==> src/rtl/pipe_pkg.sv <==
// Shared widths and control-bit positions for the pipe_stage slice.
package pipe_pkg;
  localparam int DATA_W = 32;
  localparam int REGD_W = 5;
  localparam int CTRL_W = 3;

  localparam int CTRL_REG_WEN  = 0;
  localparam int CTRL_DMEM_ALU = 1;
  localparam int CTRL_JR       = 2;
endpackage

==> src/rtl/pipe_slot.sv <==
// One pipeline register: valid, data, ctrl and regd with load and clear.
module pipe_slot
  import pipe_pkg::*;
#(
  parameter int DW = 2 * DATA_W,
  parameter int CW = CTRL_W,
  parameter int RW = REGD_W
) (
  input  logic          clk,
  input  logic          rst,
  input  logic          clear,
  input  logic          load,
  input  logic          d_valid,
  input  logic [DW-1:0] d_data,
  input  logic [CW-1:0] d_ctrl,
  input  logic [RW-1:0] d_regd,
  output logic          q_valid,
  output logic [DW-1:0] q_data,
  output logic [CW-1:0] q_ctrl,
  output logic [RW-1:0] q_regd
);

  always_ff @(posedge clk or negedge rst) begin
    if (!rst) begin
      q_valid <= 1'b0;
      q_data  <= '0;
      q_ctrl  <= '0;
      q_regd  <= '0;
    end else if (clear) begin
      q_valid <= 1'b0;
      q_ctrl  <= '0;
      q_regd  <= '0;
    end else if (load) begin
      q_valid <= d_valid;
      if (d_valid) begin
        q_data <= d_data;
        q_ctrl <= d_ctrl;
        q_regd <= d_regd;
      end else begin
        // bubble is a NOP; data is left as-is
        q_ctrl <= '0;
        q_regd <= '0;
      end
    end
  end

endmodule

==> src/rtl/pipe_stage.sv <==
// Elastic DEPTH-deep register pipeline with flush and occupancy.
// Define PIPE_STAGE_SKID_EN for a registered in_ready with input skid.
module pipe_stage #(
  parameter int DATA_W   = pipe_pkg::DATA_W,
  parameter int NUM_DATA = 2,
  parameter int CTRL_W   = pipe_pkg::CTRL_W,
  parameter int REGD_W   = pipe_pkg::REGD_W,
  parameter int DEPTH    = 1,
  localparam int DW      = NUM_DATA * DATA_W,
  localparam int OCC_W   = $clog2(DEPTH + 2)
) (
  input  logic              clk,
  input  logic              rst,
  input  logic              flush,
  input  logic              in_valid,
  output logic              in_ready,
  input  logic [DW-1:0]     in_data,
  input  logic [CTRL_W-1:0] in_ctrl,
  input  logic [REGD_W-1:0] in_regd,
  output logic              out_valid,
  input  logic              out_ready,
  output logic [DW-1:0]     out_data,
  output logic [CTRL_W-1:0] out_ctrl,
  output logic [REGD_W-1:0] out_regd,
  output logic [OCC_W-1:0]  occupancy
);

  logic [DEPTH-1:0]  v;
  logic [DEPTH-1:0]  adv;
  logic [DEPTH-1:0]  ld;
  logic [DW-1:0]     sd [DEPTH];
  logic [CTRL_W-1:0] sc [DEPTH];
  logic [REGD_W-1:0] sr [DEPTH];

  logic              in_xfer;
  logic              src_v;
  logic [DW-1:0]     src_d;
  logic [CTRL_W-1:0] src_c;
  logic [REGD_W-1:0] src_r;
  logic              sk_cnt;

  // stage i advances if out_ready or any later stage is empty
  always_comb begin
    for (int i = 0; i < DEPTH; i++) begin
      logic a;
      a = out_ready;
      for (int j = i + 1; j < DEPTH; j++)
        a = a | ~v[j];
      adv[i] = a;
    end
  end

  assign ld = ~v | adv;

`ifdef PIPE_STAGE_SKID_EN
  logic              sk_v;
  logic [DW-1:0]     sk_d;
  logic [CTRL_W-1:0] sk_c;
  logic [REGD_W-1:0] sk_r;

  assign in_ready = rst && !sk_v && !flush;
  assign in_xfer  = in_valid && in_ready;
  assign sk_cnt   = sk_v;

  // skid holds the older entry, so it drains first
  assign src_v = sk_v || in_xfer;
  assign src_d = sk_v ? sk_d : in_data;
  assign src_c = sk_v ? sk_c : in_ctrl;
  assign src_r = sk_v ? sk_r : in_regd;

  always_ff @(posedge clk or negedge rst) begin
    if (!rst) begin
      sk_v <= 1'b0;
      sk_d <= '0;
      sk_c <= '0;
      sk_r <= '0;
    end else if (flush || (sk_v && ld[0])) begin
      sk_v <= 1'b0;
      sk_c <= '0;
      sk_r <= '0;
    end else if (!sk_v && in_xfer && !ld[0]) begin
      sk_v <= 1'b1;
      sk_d <= in_data;
      sk_c <= in_ctrl;
      sk_r <= in_regd;
    end
  end
`else
  assign in_ready = rst && ld[0] && !flush;
  assign in_xfer  = in_valid && in_ready;
  assign sk_cnt   = 1'b0;

  assign src_v = in_xfer;
  assign src_d = in_data;
  assign src_c = in_ctrl;
  assign src_r = in_regd;
`endif

  for (genvar i = 0; i < DEPTH; i++) begin : g_slot
    logic              pv;
    logic [DW-1:0]     pd;
    logic [CTRL_W-1:0] pc;
    logic [REGD_W-1:0] pr;

    if (i == 0) begin : g_head
      assign pv = src_v;
      assign pd = src_d;
      assign pc = src_c;
      assign pr = src_r;
    end else begin : g_body
      assign pv = v[i-1];
      assign pd = sd[i-1];
      assign pc = sc[i-1];
      assign pr = sr[i-1];
    end

    pipe_slot #(
      .DW(DW),
      .CW(CTRL_W),
      .RW(REGD_W)
    ) u_slot (
      .clk    (clk),
      .rst    (rst),
      .clear  (flush),
      .load   (ld[i]),
      .d_valid(pv),
      .d_data (pd),
      .d_ctrl (pc),
      .d_regd (pr),
      .q_valid(v[i]),
      .q_data (sd[i]),
      .q_ctrl (sc[i]),
      .q_regd (sr[i])
    );
  end

  assign out_valid = v[DEPTH-1];
  assign out_data  = sd[DEPTH-1];
  assign out_ctrl  = sc[DEPTH-1];
  assign out_regd  = sr[DEPTH-1];

  always_comb begin
    logic [OCC_W-1:0] cnt;
    cnt = OCC_W'(sk_cnt);
    for (int i = 0; i < DEPTH; i++)
      cnt = cnt + OCC_W'(v[i]);
    occupancy = cnt;
  end

endmodule

==> config.mk <==
export PLATFORM = sky130hd
export DESIGN_NAME = pipe_stage
export DESIGN_NICKNAME = d
export VERILOG_FILES = /design/src/rtl/pipe_pkg.sv /design/src/rtl/pipe_slot.sv /design/src/rtl/pipe_stage.sv
export SDC_FILE = /design/constraint.sdc
export NUM_CORES = 1
export LEC_CHECK = 0
export CORE_MARGIN = 3
export CORE_UTILIZATION = 40
export CTS_CLUSTER_DIAMETER = 150
export DETAILED_ROUTE_END_ITERATION = 6
export GPL_TIMING_DRIVEN = 1
export PLACE_DENSITY = 0.84
export RECOVER_POWER = 50
export SETUP_SLACK_MARGIN = 0.5
export SYNTH_ARGS = -nofsm -noshare
export SYNTH_HDL_FRONTEND = slang
export SYNTH_SLANG_ARGS = --single-unit
==> constraint.sdc <==
create_clock -name clk -period 1.5 [get_ports clk]
set_input_delay 0.3 -clock clk [delete_from_list [all_inputs] [get_ports clk]]
set_output_delay 0.3 -clock clk [all_outputs]
set_load 0.01 [all_outputs]
==> results of run 1 <==
flip-flops by register name (all words and copies together), names as in the netlist:
name and flops:
g_slot.u_slot.q_ctrl 3, g_slot.u_slot.q_valid 1, g_slot.u_slot.q_data 64, g_slot.u_slot.q_regd 5
logic make-up (layout without fill, tap and decap cells):
logic type             Yosys count  count (layout)  share of synthesized area (%)
other                            1               1                          0.122
DFF                             73              73                           59.6
and+or+nand+nor                  5               5                           1.51
muxes                           64              64                           31.0
buffers and inverters           10             240                           5.43
AOI/OAI and AO/OA                8               8                           2.29
per-layer routing:
metal  routed length [µm]  vias up  GRT usage [%]
li1                     -     1015              -
met1                 3340     1058           22.8
met2                 4010       92           27.3
met3                  587        6           5.15
met4                   76        0           5.25
met5                    0        -              0
path summary, 6_finish.rpt:
check | end | slack, ns | cells past startpoint
worst min-delay path | g_slot[0].u_slot.q_data[19] | 0.25 | 2
worst min register to register | g_slot[0].u_slot.q_regd[3] | 0.50 | 1
worst max-delay path | g_slot[0].u_slot.q_data[53] | -0.09 | 6
max in group asynchronous | g_slot[0].u_slot.q_data[9] | 0.65 | 2
worst max register to register | g_slot[0].u_slot.q_data[53] | -0.09 | 6
min in group clk | g_slot[0].u_slot.q_regd[3] | 0.50 | 1
cell usage in the layout (no fill, tap or decap):
master | netlist | layout
clkbuf_16 | 0 | 2
a22o_1 | 8 | 8
clkdlybuf4s50_1 | 0 | 75
conb_1 | 1 | 1
dfrtp_1 | 73 | 73
clkbuf_4 | 0 | 1
or2_1 | 1 | 1
bufinv_16 | 0 | 2
buf_4 | 2 | 61
and4b_4 | 1 | 1
clkinvlp_4 | 0 | 2
and3b_1 | 1 | 1
mux2_4 | 61 | 64
clkbuf_1 | 0 | 1
buf_12 | 7 | 4
nor2_2 | 0 | 1
buf_6 | 1 | 23
buf_2 | 0 | 58
clkbuf_8 | 0 | 11
nand2b_4 | 1 | 1
worst max-delay path, cell delays in order, from the launching register on:
cell and delay [ns]:
dfrtp_1 0.40, buf_6 0.13, nand2b_4 0.06, and4b_4 0.24, buf_12 0.15, buf_12 0.17
mux2_4 0.32
power groups by stage:
stage	Clock, W	Combinational (W)	Sequential [W]
4_1_cts	0.00176	0.00179	0.00253
6_report	0.00174	0.00205	0.00254
5_1_grt	0.00186	0.00217	0.00258
3_5_place_dp	0	0.00183	0.00257
2_1_floorplan	0	0.000598	0.00273
3_3_place_gp	0	0.00180	0.00257
stage by stage:
step / cells / area, µm² / hold WS [ns] / setup TNS (ns) / total power, W
global route: 490 / 5160 / 0.331 / -7.33 / 0.00661
CTS: 455 / 4800 / 0.240 / -3.43 / 0.00607
global placement: 409 / 4630 / 0.469 / -24.49 / 0.00436
detailed placement: 409 / 4630 / 0.482 / -26.12 / 0.00440
finish: 490 / 5160 / 0.250 / -3.62 / 0.00633
floorplan: 161 / 3060 / 0.00441 / 0 / 0.00332
area by class of cell:
cell class	instances	share of cell area, %
multi-input combinational	78	21.0
sequential	73	35.4
tap	99	2.40
clock buffer	12	3.01
timing repair buffer	224	36.7
clock inverter	4	1.45
timing repair:
action                                  CTS  global route
setup buffers                            30            31
pin swaps                                 1             1
hold buffers                              0             0
gates cloned                              0             4
endpoints found under the setup margin  148           148
resized for setup                       318             8
==> impl_results.md, run 1 <==
- RSZ-0062 raised after global routing: true
- Synthesized area per cell: 19.0 µm²
- Arrival time worst endpoint: 1.80 ns
- Critical path endpoint category: flip-flop
- Initial antenna violation count: 0
- Switching power: 0.00160 W
- Syn-to-layout area delta: 68.5%
- Status: finished, violations left
- Mapped Cells: 161
- Worst Setup SP: g_slot[0].u_slot.q_valid
- Final nets: 463
- Final Cycle Share: 106%
- DRT antenna net count: 0
- Cts bufs inserted: 9
- Synth warn: 0
- Register bit count reported by yosys: 73
- Fin util: 70.4%
- Critical path class: flip-flop to flip-flop
- Clk pin slew, worst setup/hold paths: 0.08 ns
- Worst vdd ir: 0.560 mV
- Fill cell total of the finished layout: 502
- Final GP Congestion: 0.684
- Sequential area share after synthesis: 59.6%
- Yosys top cell area share: 59.6%
- Area of the multi-input gates: 1080 µm²
- I/O Buffers: 151
- Gr usage total: 17.2%
- Count leader, synth: dfrtp_1
- CTS root buffer: clkbuf_8
- FF/Latch Area: 1830 µm²
- Synth Cell Area: 3060 µm²
- Clock Path Buffers: 2
- Clock power share: 27.5%
- Core area: 7330 µm²
- CTS Sinks: 73
- First-pass detailed-route iteration total: 4
- Row cnt: 31
- Overflow after GRT: 0
- Measured slew at the worst slew-check pin: 0.940 ns
- IO Pins: 153
- Pint: 0.00474 W
- Setup slack after layout: -0.0886 ns
- Dpl ws: -0.392 ns
- Syn_nets: 238
- Via Count: 2171
- DRC Markers: 0
- Worst skew pair latency: 0.33 ns
- Leakage: 2.53 nW
- Min Tclk post-route: 1.59 ns
- Top post-synthesis cells by area: dfrtp_1 (60%), mux2_4 (30%), buf_12 (4.6%), a22o_1 (2.3%), mux2_1 (1.1%)
- Drt total wl: 8010 µm
- Layout cells sized above 1: 59.1%
- Worst Path Required: 1.72 ns
- Post-DP HPWL: 5130 µm
- Die area: 8740 µm²
- Htree depth: 3
- Final Hold Viols: 0
- Worst Skew: 0.00710 ns
- Vias in the first global route: 2186
- Synth cell types: 13
- Antenna diode count: 0
- Iter 0 DRT Violations: 48
- Synth top cells by count: dfrtp_1 (73), mux2_4 (61), a22o_1 (8), buf_12 (7), mux2_1 (3)
- Fmax: 0.629 GHz
- Slew margin rel.: 37.3%
- CTS tree: built
- Pwr per Cell Area: 1230 nW/µm²
- Max cap viols: 0
- Final Max Tran Viols: 0
- Failing checks: setup timing
- Pin count of the biggest net entering global routing: 74
- First-pass GRT wire length: 11500 µm
- Tightest Hold Check Type: input pin to async pin
- Die height: 93.5 µm
- Dominant cell type by area after synthesis: dfrtp_1
- Sequential Power Share: 40.1%
- Ys async rst share: 100%
- Vias per cell: 4.43
- Switch share: 25.2%
- Crit Reg-Reg Startpoint: g_slot[0].u_slot.q_valid
- Main synth FF type: dfrtp_1
- Final setup vio count: 67
- Comb power frac: 32.4%
- Die width: 93.5 µm
- CP Launch Type: flip-flop
- DR WL/cell: 16.3 µm
- Max Fanout on Critical Path: 13
- Initial Util: 41.8%
- Number of synthesized flops with an enable pin: 0
Power figures use the tool's default switching activity.
==> run 2, diff against run 1 <==
Settings changed: CAP_MARGIN from default to 40, SLEW_MARGIN from default to 20.
==> impl_results.md, run 2 (same netlist as run 1, synthesis figures left out) <==
- Clk pin slew, worst setup/hold paths: 0.08 ns
- Total Power: 0.00658 W
- Top reg by flops: g_slot.u_slot.q_data
- CP Launch Type: flip-flop
- Vias per cell: 4.49
- Cts bufs inserted: 9
- Commonest non-fill, non-tap cell in the layout: clkdlybuf4s50_1
- Design area: 5200 µm²
- Pwr per Cell Area: 1270 nW/µm²
- Critical path class: flip-flop to flip-flop
- Leakage: 2.55 nW
- DR WL/cell: 16.9 µm
- Vias in the first global route: 2180
- Overflow after GRT: 0
- I/O Buffers: 151
- Worst path top cell family by delay: buffers and inverters
- Setup slack after layout: -0.0981 ns
- Met2 Track Usage GR: 27.5%
- Final Cycle Share: 107%
- Initial antenna violation count: 0
- Clock Path Buffers: 2
- Final Max Tran Viols: 0
- Fmax: 0.626 GHz
- CTS Sinks: 73
- Failing checks: setup timing
- CP Cell Sequence: buf_6 > nand2b_4 > and4b_4 > buf_12 > buf_12 > mux2_1
- Max FFs per register: 64
- DRT antenna net count: 0
- Post-DP HPWL: 5240 µm
- DRC Markers: 0
- Slew margin rel.: 39.7%
- Iter 0 DRT Violations: 68
- Worst Skew: 0.00757 ns
- Critical path endpoint category: flip-flop
- Die height: 93.5 µm
- IO Pins: 153
- CTS root buffer: clkbuf_8
- CTS Hold Buffers Added: 0
- Worst Path Required: 1.73 ns
- First-pass detailed-route iteration total: 4
- Commonest cells after routing, fill and taps aside: clkdlybuf4s50_1 (75), dfrtp_1 (73), mux2_4 (63)
- Top flop regs: g_slot.u_slot.q_data x64, g_slot.u_slot.q_regd x5, g_slot.u_slot.q_ctrl x3
- M1 GR Usage: 22.0%
- WP buf/inv: 3
- Drt total wl: 8270 µm
- Initial Util: 41.8%
- Final Hold Viols: 0
- Slowest cell on the critical path: dfrtp_1
- Min Tclk post-route: 1.60 ns
- Max Fanout on Critical Path: 13
- Via Count: 2199
- Final nets: 463
- Syn-to-layout area delta: 69.8%
- Crit Reg-Reg Startpoint: g_slot[0].u_slot.q_valid
- GR Util met3: 4.34%
- DP Area: 4650 µm²
- Arrival time worst endpoint: 1.82 ns
- Final setup vio count: 72
- R2r worst-path depth: 6
- Critical Path Max Stage Delay: 0.40 ns
- Gr usage total: 17.1%
- Row cnt: 31
- Layout cells sized above 1: 59.1%
- Max cap viols: 0
- Htree depth: 3
- Reg2reg setup slack: -0.1 ns
- Core area: 7330 µm²
- Worst vdd ir: 0.564 mV
- First-pass GRT wire length: 11500 µm
- Worst R2R End: g_slot[0].u_slot.q_data[53]
- Die width: 93.5 µm
- Measured slew at the worst slew-check pin: 0.905 ns
- Status: finished, violations left
- RSZ-0062 raised after global routing: true
- CTS tree: built
- Die area: 8740 µm²
- Tightest Hold Check Type: input pin to async pin
- GRT Max-Usage Layer: met2
- Final GP Congestion: 0.684
- Setup TNS: -4.41 ns
- Worst skew pair latency: 0.33 ns
- Pin count of the biggest net entering global routing: 39
- CP dominant cell by count: buf_12
- Antenna diode count: 0
==> run 2: changes by cell type in the layout (fill, tap and decap cells not counted), sizes merged <==
cell and change:
bufinv +1, clkinvlp -1
==> run 2: where the power goes <==
part / switching, W / internal [W]
Sequential: 0.000216 / 0.00233
Clock: 0.000733 / 0.00124
Combinational: 0.000679 / 0.00138
Total: 0.00163 / 0.00495
==> run 2: worst reg2reg max path, stage by stage (launching register included) <==
cell and delay (ns):
dfrtp_1 0.40, buf_6 0.13, nand2b_4 0.06, and4b_4 0.24, buf_12 0.16, buf_12 0.17
mux2_1 0.34
==> run 2: how the worst max path moves through the flow <==
stage	startpoint	endpoint	slack [ns]	depth (start not counted)
finish	g_slot[0].u_slot.q_valid	g_slot[0].u_slot.q_data[53]	-0.1	6
global route	g_slot[0].u_slot.q_valid	g_slot[0].u_slot.q_data[53]	-0.14	6
CTS	g_slot[0].u_slot.q_valid	g_slot[0].u_slot.q_data[8]	-0.08	5
detailed placement	out_ready	g_slot[0].u_slot.q_data[56]	-0.39	5
global placement	out_ready	g_slot[0].u_slot.q_data[9]	-0.36	5
floorplan	g_slot[0].u_slot.q_valid	g_slot[0].u_slot.q_data[0]	0.04	5
==> run 2: timing repair <==
action	in CTS	in global routing
setup endpoints to repair	148	148
pin swaps	3	1
endpoints found under the hold margin	0	0
cloned	0	4
gates resized for setup	317	8
buffers inserted	29	31
==> run 2: area by class of cell <==
cell class	instances	area, µm²
multi-input cells	78	1080
fillers	495	2130
repair buffers	224	1910
flip-flops and latches	73	1830
clock buffers	12	165
well taps	99	124
clock inverters	4	97.6
==> run 2: metrics by stage <==
stage | worst slack [ns] | hold slack (ns) | cells | util [%]
floorplan | 0.0419 | 0.00441 | 161 | -
finish | -0.0981 | 0.204 | 490 | 71.0
CTS | -0.0823 | 0.0345 | 455 | 66.0
detailed placement | -0.392 | 0.405 | 410 | 63.4
global placement | -0.361 | 0.469 | 409 | 63.1
global route | -0.145 | 0.280 | 490 | 71.0
==> run 2: per-layer routing <==
metal,part of all wire [%],up-vias
li1,-,1019
met1,42,1072
met2,50,98
met3,7.0,10
met4,1.2,0
met5,0,-
==> patch 1, RTL diff (flow settings as in run 2) <==
Build with the macro `PIPE_STAGE_SKID_EN` defined.
--- a/src/rtl/pipe_stage.sv
+++ b/src/rtl/pipe_stage.sv
@@ -2,2 +2,4 @@
 // Define PIPE_STAGE_SKID_EN for a registered in_ready with input skid.
+`define PIPE_STAGE_SKID_EN
+
 module pipe_stage #(
Behaviour: not the same (Yosys sat finds a counterexample within 4 cycles, from zero or initial values and one cycle with rst low).
==> patch 1 against run 2 <==
  * The run still ends with negative setup slack left
  * Final cell count increased by 76%
  * Cell area rose by 89%
  * Sequential cell count increased by 73
  * Routed wire length rose by 100%
  * Die area increased by 98%
  * Global-route usage up 2.4 points
  * Critical path depth increased by 1
  * Worst setup slack got worse by 0.094 ns
  * Total power rose by 78%
  * Non-clock buffer count grew 13
  * Synthesized area grew 110%
==> patch 1: results (changes against run 2) <==
{
  "dr_total_vias": {"value": 4310, "change": "+96%"},
  "cts.root.buffer_cell": "clkbuf_16",
  "clock_skew": {"value": 0.01627, "unit": "ns", "change": "+0.008700 ns"},
  "first_global_vias": {"value": 4840, "change": "+120%"},
  "multi_input_area_share": {"value": 30.80, "unit": "%", "change": "+10 points"},
  "ys_types": {"value": 24, "change": "+11"},
  "timing.final.ws_setup": {"value": -0.1922, "unit": "ns", "change": "-0.09406 ns"},
  "grtUsageTotal": {"value": 19.46, "unit": "%", "change": "+2.4 points"},
  "cts_resized": {"value": 384, "change": "+21%"},
  "layout-drive-gt1-share": {"value": 63.02, "unit": "%", "change": "+3.9 points"},
  "setup_viol": {"value": 140, "change": "+94%"},
  "run_status": "complete, but fails checks",
  "failing_checks": "negative setup slack",
  "synth_fp_nets": {"value": 481, "change": "+100%"},
  "drt-wirelength-per-cell": {"value": 19.66, "unit": "um", "change": "+17%"},
  "grt_max_degree": {"value": 145, "change": "+270%"},
  "power.leakage": {"value": 0.004669, "unit": "uW", "change": "+83%"},
  "area.share.sequential": {"value": 37.21, "unit": "%", "change": "+2.1 points"},
  "place.detailed.instances": {"value": 764, "change": "+86%"},
  "worst_slew_margin_rel": {"value": 24.04, "unit": "%", "change": "-16 points"},
  "post_synth_most_frequent_cells": "187 x mux2_2, 146 x dfrtp_1, 13 x buf_2",
  "drt_iter0_drc": {"value": 188, "change": "+180%"},
  "stdcell_count": {"value": 860, "change": "+76%"},
  "holdCritPathClass": "in2reg",
  "nClkBuffers": {"value": 20, "change": "+8"},
  "nonClockBufferCount": {"value": 237, "change": "+5.8%"},
  "pre_cts_ws": {"value": -0.4726, "unit": "ns", "change": "-0.08099 ns"},
  "multi_input_gates": {"value": 233, "change": "+200%"}
}
-- patch 1: cell count changes after synthesis, sizes merged, moves of 8 or more --
| cell | before | now |
|---|---|---|
| dfrtp | 73 | 146 |
| o2bb2ai | 0 | 8 |
| a22o | 8 | 0 |
| a32o | 0 | 8 |
| mux2i | 0 | 8 |
| buf | 10 | 21 |
| mux2 | 64 | 192 |
-- patch 1: how the worst max path moves through the flow --
stage                                   from                          end  depth (start not counted)
floorplan           g_slot[0].u_slot.q_valid  g_slot[0].u_slot.q_data[10]                          4
global placement                       flush  g_slot[0].u_slot.q_data[36]                          5
detailed placement                 out_ready  g_slot[0].u_slot.q_data[37]                          5
CTS                 g_slot[0].u_slot.q_valid  g_slot[0].u_slot.q_data[36]                          6
global route        g_slot[0].u_slot.q_valid                      sk_r[2]                          7
finish              g_slot[0].u_slot.q_valid                      sk_r[2]                          7
-- patch 1: metal layers --
metal  global-route usage (%)  part of all wire [%]  up-vias
li1                         -                     -     1941
met1                    25.17                    43     2235
met2                    32.89                    51      117
met3                    4.632                   3.8       17
met4                    5.251                   1.3        0
met5                        0                     0        -
-- patch 1: kinds of logic after synthesis --
logic type / count (synthesis) / synth area share (%)
flip-flops: 146 / 57.86
multiplexers: 200 / 35.51
adder cells (fa/ha/maj): 1 / 0.1981
buffers and inverters: 24 / 2.457
AO/OA/AOI/OAI: 20 / 2.734
AND/OR/NAND/NOR: 12 / 1.249
-- patch 1: tightest hold or removal path, stage by stage --
cell      delay (ns)
clkbuf_1        0.18
nand2_1         0.14
a211oi_2        0.06
-- patch 1: power by group through the flow --
stage	logic (uW)	registers (uW)	clock network, uW
2_1_floorplan	935	5130	0
6_report	2480	5010	4220
4_1_cts	2280	4990	4270
5_1_grt	2640	5080	4450
3_3_place_gp	2290	5010	0
3_5_place_dp	2360	5050	0
==> patch 2, RTL diff (settings of run 2) <==
Without the edit above. Change the package constant `DATA_W` from 32 to 48.
--- a/src/rtl/pipe_pkg.sv
+++ b/src/rtl/pipe_pkg.sv
@@ -2,3 +2,3 @@
 package pipe_pkg;
-  localparam int DATA_W = 32;
+  localparam int DATA_W = 48;
   localparam int REGD_W = 5;
Ports: changed (resized in_data and out_data); port bits go from 153 to 217. The function was not compared with the original's and may differ.
==> patch 2 against run 2 <==
  * The run still ends with negative setup slack left
  * Cell area increased by 37%
  * Critical endpoint is now g_slot[0].u_slot.q_data[19]
  * Largest power group unchanged
  * First-iteration DRC count increased by 59%
  * Synthesized area increased by 34%
  * Routed wire length increased by 49%
  * Utilization increased by 1.1 points
  * Worst setup slack got worse by 0.038 ns
  * Hold slack improved by 0.14 ns
  * Largest cell class is now sequential cells
  * Sequential cell count increased by 32
  * Synthesized cell count increased by 42%
  * Total power increased by 27%
==> patch 2: results (changes against run 2) <==
{
  "grt_max_degree": {"value": 44, "change": "+13%"},
  "multi_input_comb_area": {"value": 1518, "unit": "um2", "change": "+41%"},
  "worstSkewPairLatency": {"value": 0.36, "unit": "ns", "change": "+0.03 ns"},
  "vias_per_cell": {"value": 4.640, "change": "+3.4%"},
  "power.leakage": {"value": 0.003417, "unit": "uW", "change": "+34%"},
  "setup_viol": {"value": 102, "change": "+42%"},
  "reg2regPathDepth": {"value": 5, "change": "-1"},
  "stdcell_count": {"value": 659, "change": "+34%"},
  "drt-wirelength-per-cell": {"value": 18.67, "unit": "um", "change": "+11%"},
  "finalSetupTns": {"value": -9.679, "unit": "ns", "change": "-5.268 ns"},
  "highest_ir_drop_seen_on_vdd": {"value": 0.6355, "unit": "mV", "change": "+13%"},
  "timing.critical_path.fanout_max": {"value": 18, "change": "+5"},
  "placedInstanceArea": {"value": 6411, "unit": "um2", "change": "+38%"},
  "number_of_buffers_inserted_by_post_cts_setup_repair": {"value": 38, "change": "+31%"},
  "synth_compound_gate_area_share": {"value": 1.713, "unit": "%", "change": "-0.58 points"},
  "fin_nets": {"value": 630, "change": "+36%"},
  "place.detailed.instances": {"value": 570, "change": "+39%"},
  "ys_types": {"value": 14, "change": "+1"},
  "ctsHoldBuffers": {"value": 1, "change": "+1"},
  "clock_skew": {"value": 0.01397, "unit": "ns", "change": "+0.006392 ns"},
  "layout_top_registers": "g_slot.u_slot.q_data (96), g_slot.u_slot.q_regd (5), g_slot.u_slot.q_ctrl (3)",
  "worst_slew_margin_rel": {"value": 45.87, "unit": "%", "change": "+6.2 points"},
  "grtUsageTotal": {"value": 18.06, "unit": "%", "change": "+0.99 points"},
  "switching_power": {"value": 2296, "unit": "uW", "change": "+41%"},
  "clk_pin_slew_worst_paths": {"value": 0.11, "unit": "ns", "change": "+0.03 ns"},
  "worst_ep_arrival_time": {"value": 1.88, "unit": "ns", "change": "+0.06 ns"},
  "first_global_vias": {"value": 3117, "change": "+43%"},
  "sequential_share_of_the_synthesized_area": {"value": 64.22, "unit": "%", "change": "+4.6 points"},
  "n_fill_cell": {"value": 671, "change": "+36%"},
  "routabilityCongestion": {"value": 0.7147, "change": "+4.5%"},
  "failing_checks": "negative setup slack",
  "layout-drive-gt1-share": {"value": 57.22, "unit": "%", "change": "-1.9 points"},
  "first_pass_grt_wire_length": {"value": 16080, "unit": "um", "change": "+40%"},
  "pre_cts_ws": {"value": -0.4659, "unit": "ns", "change": "-0.07428 ns"},
  "timing.final.ws_setup": {"value": -0.1359, "unit": "ns", "change": "-0.03776 ns"},
  "run_status": "complete, but fails checks"
}
## patch 2: changes by cell type after synthesis
cell      before  now
mux2_2         0   55
or2_1          1    0
dfrtp_1       73  105
mux2_4        61   41
buf_6          1    6
mux2_1         3    0
buf_2          0    5
and4b_1        0    1
buf_12         7    0
or2_2          0    1
and4b_4        1    0
clkbuf_2       0    1
## patch 2: worst min path at each step
stage                     slack (ns)                           to  startpoint
after floorplan                0.004   g_slot[0].u_slot.q_ctrl[0]         rst
after global placement          0.39  g_slot[0].u_slot.q_data[84]         rst
after detailed placement        0.39   g_slot[0].u_slot.q_regd[3]         rst
after CTS                       0.01  g_slot[0].u_slot.q_data[90]         rst
after global routing            0.41  g_slot[0].u_slot.q_data[90]         rst
final                           0.35  g_slot[0].u_slot.q_data[90]         rst
## patch 2: critical path, delay by kind of cell, from the launching register on
family	cells	cell delay, ns
AND/OR/NAND/NOR	2	0.42
flip-flops	1	0.41
multiplexers	1	0.35
buffers and inverters	2	0.33
## patch 2: layer usage
| metal | vias to the layer above | part of all wire [%] | global-route usage, % |
|---|---|---|---|
| li1 | 1389 | - | - |
| met1 | 1521 | 38 | 20.96 |
| met2 | 132 | 53 | 31.81 |
| met3 | 16 | 8.0 | 5.479 |
| met4 | 0 | 1.6 | 5.845 |
| met5 | - | 0 | 0 |
## patch 2: final cells by class
cell class | instances | area share [%]
Timing Repair Buffer | 294 | 36.50
Clock buffer | 9 | 1.743
Tap cell | 133 | 2.342
Sequential cell | 105 | 36.97
Clock inverter | 7 | 1.092
Multi-Input combinational cell | 111 | 21.36
## patch 2: power groups by stage
stage	Combinational, uW	Sequential (uW)	Clock (uW)
final	2860	3690	1780
after global placement	2500	3690	0
after CTS	2430	3650	1820
after detailed placement	2560	3710	0
after floorplan	706	3950	0
after global routing	3030	3750	1950
